File: src/rtl/ex_stage.sv
// Execute stage of the 32-bit MIPS-style pipeline. Captures IR/A/B on the falling edge
// and computes the ALU result, zero and signed-overflow flags from the captured operands.
module ex_stage (
  input  logic        clk,
  input  logic        rst,
  input  logic [31:0] IRi,
  input  logic [31:0] NPCi,
  input  logic [31:0] Ai,
  input  logic [31:0] Bi,
  input  logic [31:0] Immi,
  output logic        cond,
  output logic [31:0] ALUo,
  output logic        ZFo,
  output logic        OFo,
  output logic [31:0] Bo,
  output logic [31:0] IRo
);

  localparam int DATA_W = 32;

  typedef enum logic [2:0] {
    ALU_ADD  = 3'b000,
    ALU_SUB  = 3'b001,
    ALU_AND  = 3'b010,
    ALU_OR   = 3'b011,
    ALU_XOR  = 3'b100,
    ALU_NOR  = 3'b101,
    ALU_SLT  = 3'b110,
    ALU_SLTU = 3'b111
  } alu_op_t;

  logic [DATA_W-1:0]        ir_p0;
  logic signed [DATA_W-1:0] a_p0;
  logic signed [DATA_W-1:0] b_p0;
  logic signed [DATA_W-1:0] b_sel;
  logic signed [DATA_W-1:0] a_sel;
  alu_op_t                  op;
  logic [DATA_W:0]          alu_res;

  function automatic logic is_alur(input logic [5:0] opcode);
    return opcode == 6'h00;
  endfunction

  function automatic logic is_branch(input logic [5:0] opcode);
    return (opcode == 6'h04) || (opcode == 6'h05);
  endfunction

  // Anything not recognised falls back to ADD so unknown encodings stay harmless.
  function automatic alu_op_t decode_op(input logic [5:0] opcode, input logic [5:0] funct);
    alu_op_t r;
    r = ALU_ADD;
    if (opcode == 6'h00) begin
      case (funct)
        6'h20, 6'h21: r = ALU_ADD;
        6'h22, 6'h23: r = ALU_SUB;
        6'h24:        r = ALU_AND;
        6'h25:        r = ALU_OR;
        6'h26:        r = ALU_XOR;
        6'h27:        r = ALU_NOR;
        6'h2A:        r = ALU_SLT;
        6'h2B:        r = ALU_SLTU;
        default:      r = ALU_ADD;
      endcase
    end else begin
      case (opcode)
        6'h08, 6'h09: r = ALU_ADD;
        6'h0A:        r = ALU_SLT;
        6'h0B:        r = ALU_SLTU;
        6'h0C:        r = ALU_AND;
        6'h0D:        r = ALU_OR;
        6'h0E:        r = ALU_XOR;
        default:      r = ALU_ADD;
      endcase
    end
    return r;
  endfunction

  // Returns {overflow, result}; overflow is only meaningful for ADD and SUB.
  function automatic logic [DATA_W:0] alu_calc(input alu_op_t f_op,
                                               input logic signed [DATA_W-1:0] a,
                                               input logic signed [DATA_W-1:0] b);
    logic signed [DATA_W-1:0] r;
    logic                     of;
    r  = '0;
    of = 1'b0;
    case (f_op)
      ALU_ADD: begin
        r  = a + b;
        of = (a[DATA_W-1] == b[DATA_W-1]) && (r[DATA_W-1] != a[DATA_W-1]);
      end
      ALU_SUB: begin
        r  = a - b;
        of = (a[DATA_W-1] != b[DATA_W-1]) && (r[DATA_W-1] != a[DATA_W-1]);
      end
      ALU_AND:  r = a & b;
      ALU_OR:   r = a | b;
      ALU_XOR:  r = a ^ b;
      ALU_NOR:  r = ~(a | b);
      ALU_SLT:  r = {{(DATA_W-1){1'b0}}, (a < b)};
      ALU_SLTU: r = {{(DATA_W-1){1'b0}}, ($unsigned(a) < $unsigned(b))};
      default:  r = a + b;
    endcase
    return {of, r};
  endfunction

  // Operand selection is steered by the instruction being captured, not the latched one.
  always_comb begin
    a_sel = $signed(Ai);
    b_sel = $signed(Immi);
    if (is_branch(IRi[31:26])) begin
      a_sel = $signed(NPCi);
      b_sel = $signed({Immi[DATA_W-3:0], 2'b00});
    end else if (is_alur(IRi[31:26])) begin
      b_sel = $signed(Bi);
    end
  end

  // Stage p0: falling-edge ID/EX capture
  always_ff @(negedge clk or negedge rst) begin
    if (!rst) begin
      ir_p0 <= '0;
      a_p0  <= '0;
      b_p0  <= '0;
    end else begin
      ir_p0 <= IRi;
      a_p0  <= a_sel;
      b_p0  <= b_sel;
    end
  end

  assign op      = decode_op(ir_p0[31:26], ir_p0[5:0]);
  assign alu_res = alu_calc(op, a_p0, b_p0);

  assign ALUo = alu_res[DATA_W-1:0];
  assign OFo  = alu_res[DATA_W];
  assign ZFo  = (alu_res[DATA_W-1:0] == '0);
  assign Bo   = b_p0;
  assign IRo  = ir_p0;
  assign cond = (Ai == '0);

endmodule

File: config.mk
export PLATFORM = sky130hd
export DESIGN_NAME = ex_stage
export DESIGN_NICKNAME = d
export VERILOG_FILES = /design/src/rtl/ex_stage.sv
export SDC_FILE = /design/constraint.sdc
export NUM_CORES = 1
export LEC_CHECK = 0
export CORE_ASPECT_RATIO = 1.5
export CORE_MARGIN = 1
export CORE_UTILIZATION = 28
export DETAILED_ROUTE_END_ITERATION = 8
export PLACE_DENSITY = 0.58
export SYNTH_ARGS = -nofsm -noshare
export SYNTH_HDL_FRONTEND = slang
export SYNTH_SLANG_ARGS = --single-unit
File: constraint.sdc
create_clock -name clk -period 5.86 [get_ports clk]
set_input_delay 1.465 -clock clk [delete_from_list [all_inputs] [get_ports clk]]
set_output_delay 1.465 -clock clk [all_outputs]
set_load 0.02 [all_outputs]
Word level (Yosys, flattened, before mapping):

Cells that the tools add are included.

* register bits after elaboration: 96
* latch bits: 0
* RAM bits: 0
* bits in read-only memories: 0
* input bits: 162
* output and inout port bits: 99
* logic and storage cells: 54
* memories: 0

* add/subtract/negate cells: 2
* multiply operators: 0
* divide/modulo/power cells: 0
* magnitude comparators: 2
* equal/unequal tests: 26
* shifts and indexed selects: 0
* multiplexer cells: 8
* bitwise operators: 4
* reductions and logical operators: 9

Operators by type and width (number)
* $pmux W32 S8: 1
* $mux W32: 3
* $logic_not A32 Y1: 2
* $lt A32 B32 Y1: 2
* $eq A6 B6 Y1 const B: 8
* $add A32 B32 Y32: 1
* $and A32 B32 Y32: 1
* $not A32 Y32: 1
* $or A32 B32 Y32: 1
* $sub A32 B32 Y32: 1
* $xor A32 B32 Y32: 1
* $eq A6 B4 Y1 const B: 5
* $pmux W3 S7: 1
* $pmux W3 S5: 1
* $eq A3 B3 Y1 const B: 4
* $eq A6 B3 Y1 const B: 2
* $logic_not A6 Y1: 2
* $eq A3 B2 Y1 const B: 2
* $eq A3 B1 Y1 const B: 1
* $logic_not A3 Y1: 1
* $mux W3: 1
* $ne A1 B1 Y1: 3
* $logic_and A1 B1 Y1: 2
* $pmux W1 S2: 1
* other kinds (3): 3

Longest topological paths before layout:

* word-level depth: 7
* mapped depth: 15

==> flow_metrics.tcl <==
set metrics [dict create \
    synthCells 1254 \
    ys.flop_type "dfrtn_1" \
    rsz0062_at_grt "yes" \
    critPathTopFamily "simple AND/OR/NAND/NOR gates" \
    synthXorXnorAreaFrac_pct 1.42 \
    die_w_um 155 \
    syn_nets 1514 \
    tns_ns -63.94 \
    numCtsBuffers 9 \
    grt_overflow 0 \
    synth_compound_area_share_pct 28.0 \
    avgViaCountPerCell 5.09 \
    syn_avg_cell_area_um2 7.85 \
    clockBufferDepth 2 \
    fp.dieArea_um2 35900 \
    crit_buf_inv 2 \
    synth.mux.area_fraction_pct 4.38 \
    yosys_register_bits 96 \
    synth.distinct_cells 101 \
    synth_top_family_by_area "compound AO/OA/AOI/OAI gates" \
    crit_path_top_delay_cell "or4_1" \
    tightest_slew_ns 0.601 \
    crit_arrival_ns 7.38 \
    start_util_pct 28.6 \
    synth_edf_count 0 \
    dp.cells 2385 \
    routedWlPerCell_um 19.8 \
    cts.clk_slew.worst_paths_ns 0.06 \
    status "finished with violations" \
    diodes 0 \
    slowest_delay_ns 0.51 \
    worstPathRequired_ns 4.39 \
    hpwl_mm 39.3 \
    antenna_found_initial 0 \
    p_per_area_nw_per_um2 175 \
    final_cells 2470 \
    grt_pass1_wl_mm 74.8 \
    grt_usage_pct 27.5 \
    crit_fanout 3 \
    hp-class "primary input to asynchronous set/reset pin" \
    first_pass_iters 7 \
    relSlewSlack_pct 59.6 \
    wirelength_mm 48.8 \
    slew_violations 0 \
    drc 0 \
    gp_congestion 0.953 \
    drtIter0Drc 650 \
    num_vias 12600 \
    clock-sinks 96 \
    pin_count 261 \
    design.core.area_um2 34500 \
    portBuffers 260 \
    path_cells "ha_2 -> inv_2 -> fa_2 -> nor2b_4 -> o311ai_4 -> a21oi_2 -> a211oi_2 -> o221a_2 -> o21ai_4 -> or4_1 -> or4_4 -> nor4_2 -> nand4b_1 -> nor4_4 -> buf_4" \
    num_rows 83 \
    synth_area_leader_cell "dfrtn_1" \
    yosys.area_share.simple_pct 21.6 \
    power.total_mw 3.26 \
    synth_area_um2 9840 \
    cts_tree "yes" \
    grt_max_degree 97 \
    cts-root-buf "clkbuf_16" \
    violations "negative setup slack" \
    synthArstFlopShare_pct 100 \
    syn_to_final_growth_pct 89.4 \
    critical_path_class "flop to primary output" \
    yosysSeqAreaShare_pct 24.4 \
    peakVddDrop_mv 0.107 \
    fin_nets 2259 \
    cap_violations 0 \
    synth_warnings 0 \
    die_y_um 232 \
    ys_top_cells_by_area "dfrtn_1 (24%), ha_1 (12%), nand2_1 (7.5%), a21oi_1 (4.8%), o21ai_0 (4.3%)" \
    p_leak_nw 8.79 \
    critical_path.endpoint_type "primary output" \
    synthAdderAreaFrac_pct 12.6 \
    finalWorstSetupSlack_ns -2.98 \
    antenna_left 0 \
    drive_above_1_share_pct 40.8 \
    holdBufCountCts 0 \
    grt_pass1_vias 13300 \
    synth_top_area_share_pct 24.4 \
    hold_viol_final 0 \
    htreeDepth 3 \
    final-setup-viol-count 34 \
    cp-start-kind "flop" \
]
-- synthesized netlist by cell type (6+ instances only) --
library cell	number
dfrtn_1	96
ha_1	96
or2_2	10
a221oi_1	13
a221o_1	9
o21ai_0	85
or4_1	7
a311oi_1	6
o31ai_1	10
o21bai_1	10
a211oi_1	17
o211ai_1	19
o22ai_1	12
or3_1	10
clkbuf_1	33
nand2b_1	13
mux2i_1	42
nor4_1	18
inv_1	98
nand2_1	198
nor2_1	71
o21a_1	8
a21boi_0	6
nor2b_1	11
nand3_1	25
a21oi_1	94
a21o_1	23
xnor2_1	11
buf_2	16
nor3b_1	6
o221ai_1	8
a31oi_1	11
clkbuf_8	6
nor3_1	26
-- routing by layer --
layer / track usage (%) / wire length, µm
met1: 32.0 / 19500
met2: 49.3 / 25200
met3: 3.87 / 2130
met4: 12.4 / 2020
met5: 0 / 0
-- how the worst max path moves through the flow --
stage / start / depth (start not counted) / endpoint / slack (ns)
floorplan: Bo[0]$_DFF_NN0_ / 14 / ZFo / -2.39
global placement: Bo[9]$_DFF_NN0_ / 14 / ZFo / -3.01
detailed placement: Bo[9]$_DFF_NN0_ / 14 / ZFo / -3.10
CTS: Bo[0]$_DFF_NN0_ / 15 / ZFo / -2.96
global route: Bo[0]$_DFF_NN0_ / 15 / ZFo / -3.14
finish: Bo[0]$_DFF_NN0_ / 15 / ZFo / -2.98
-- cells in the final DEF (no fill, tap or decap), drive strengths merged, types with 21 or more instances in the layout --
| master | instances |
|---|---|
| a21o | 25 |
| a21oi | 94 |
| buf | 575 |
| clkdlybuf4s50 | 181 |
| dfrtn | 96 |
| dlygate4sd2 | 42 |
| ha | 96 |
| inv | 102 |
| mux2i | 42 |
| nand2 | 200 |
| nand3 | 26 |
| nor2 | 74 |
| nor3 | 27 |
| nor4 | 21 |
| o21ai | 87 |
-- cell type report --
cell class                 instances  area [µm²]
clock buffer                       9         225
clock inverter                     6        52.6
fill                            3378       15800
inverter                          98         368
multi-input combinational        995        8050
sequential                        96        2400
tap                              467         584
timing repair buffer             799        6970
-- what timing repair did --
item / in CTS / in global routing
pin swaps: 74 / 47
setup endpoints to repair: 83 / 55
hold endpoints to repair: 0 / 0
cloned: 3 / 0
buffers inserted: 58 / 30
resized for setup: 349 / 65
-- cell families after synthesis --
family / count (synthesis)
muxes: 43
and+or+nand+nor: 437
AOI/OAI and AO/OA: 400
xor gates and xnor gates: 16
adders and majority gates: 98
DFF: 96
buffers and inverters: 164
-- registers in the layout, summed over array words and instances, names as in the netlist --
register / flops
Bo: 32
a_p0: 32
IRo: 32
-- power by group --
part / switching, mW / internal (mW)
registers: 0.0254 / 0.708
clock network: 0.300 / 0.293
logic: 0.944 / 0.986
total: 1.27 / 1.99
-- stage by stage --
step / area [µm²] / utilization (%) / setup slack [ns] / hold WS, ns
after floorplan: 10500 / - / -2.39 / 3.10
after global placement: 16800 / 48.8 / -3.01 / 4.12
after detailed placement: 16800 / 48.8 / -3.10 / 4.12
after CTS: 18300 / 53.0 / -2.96 / 3.97
after global routing: 18600 / 54.1 / -3.14 / 3.98
final: 18600 / 54.1 / -2.98 / 3.95
Note: power is estimated with default switching activity, not from simulation.
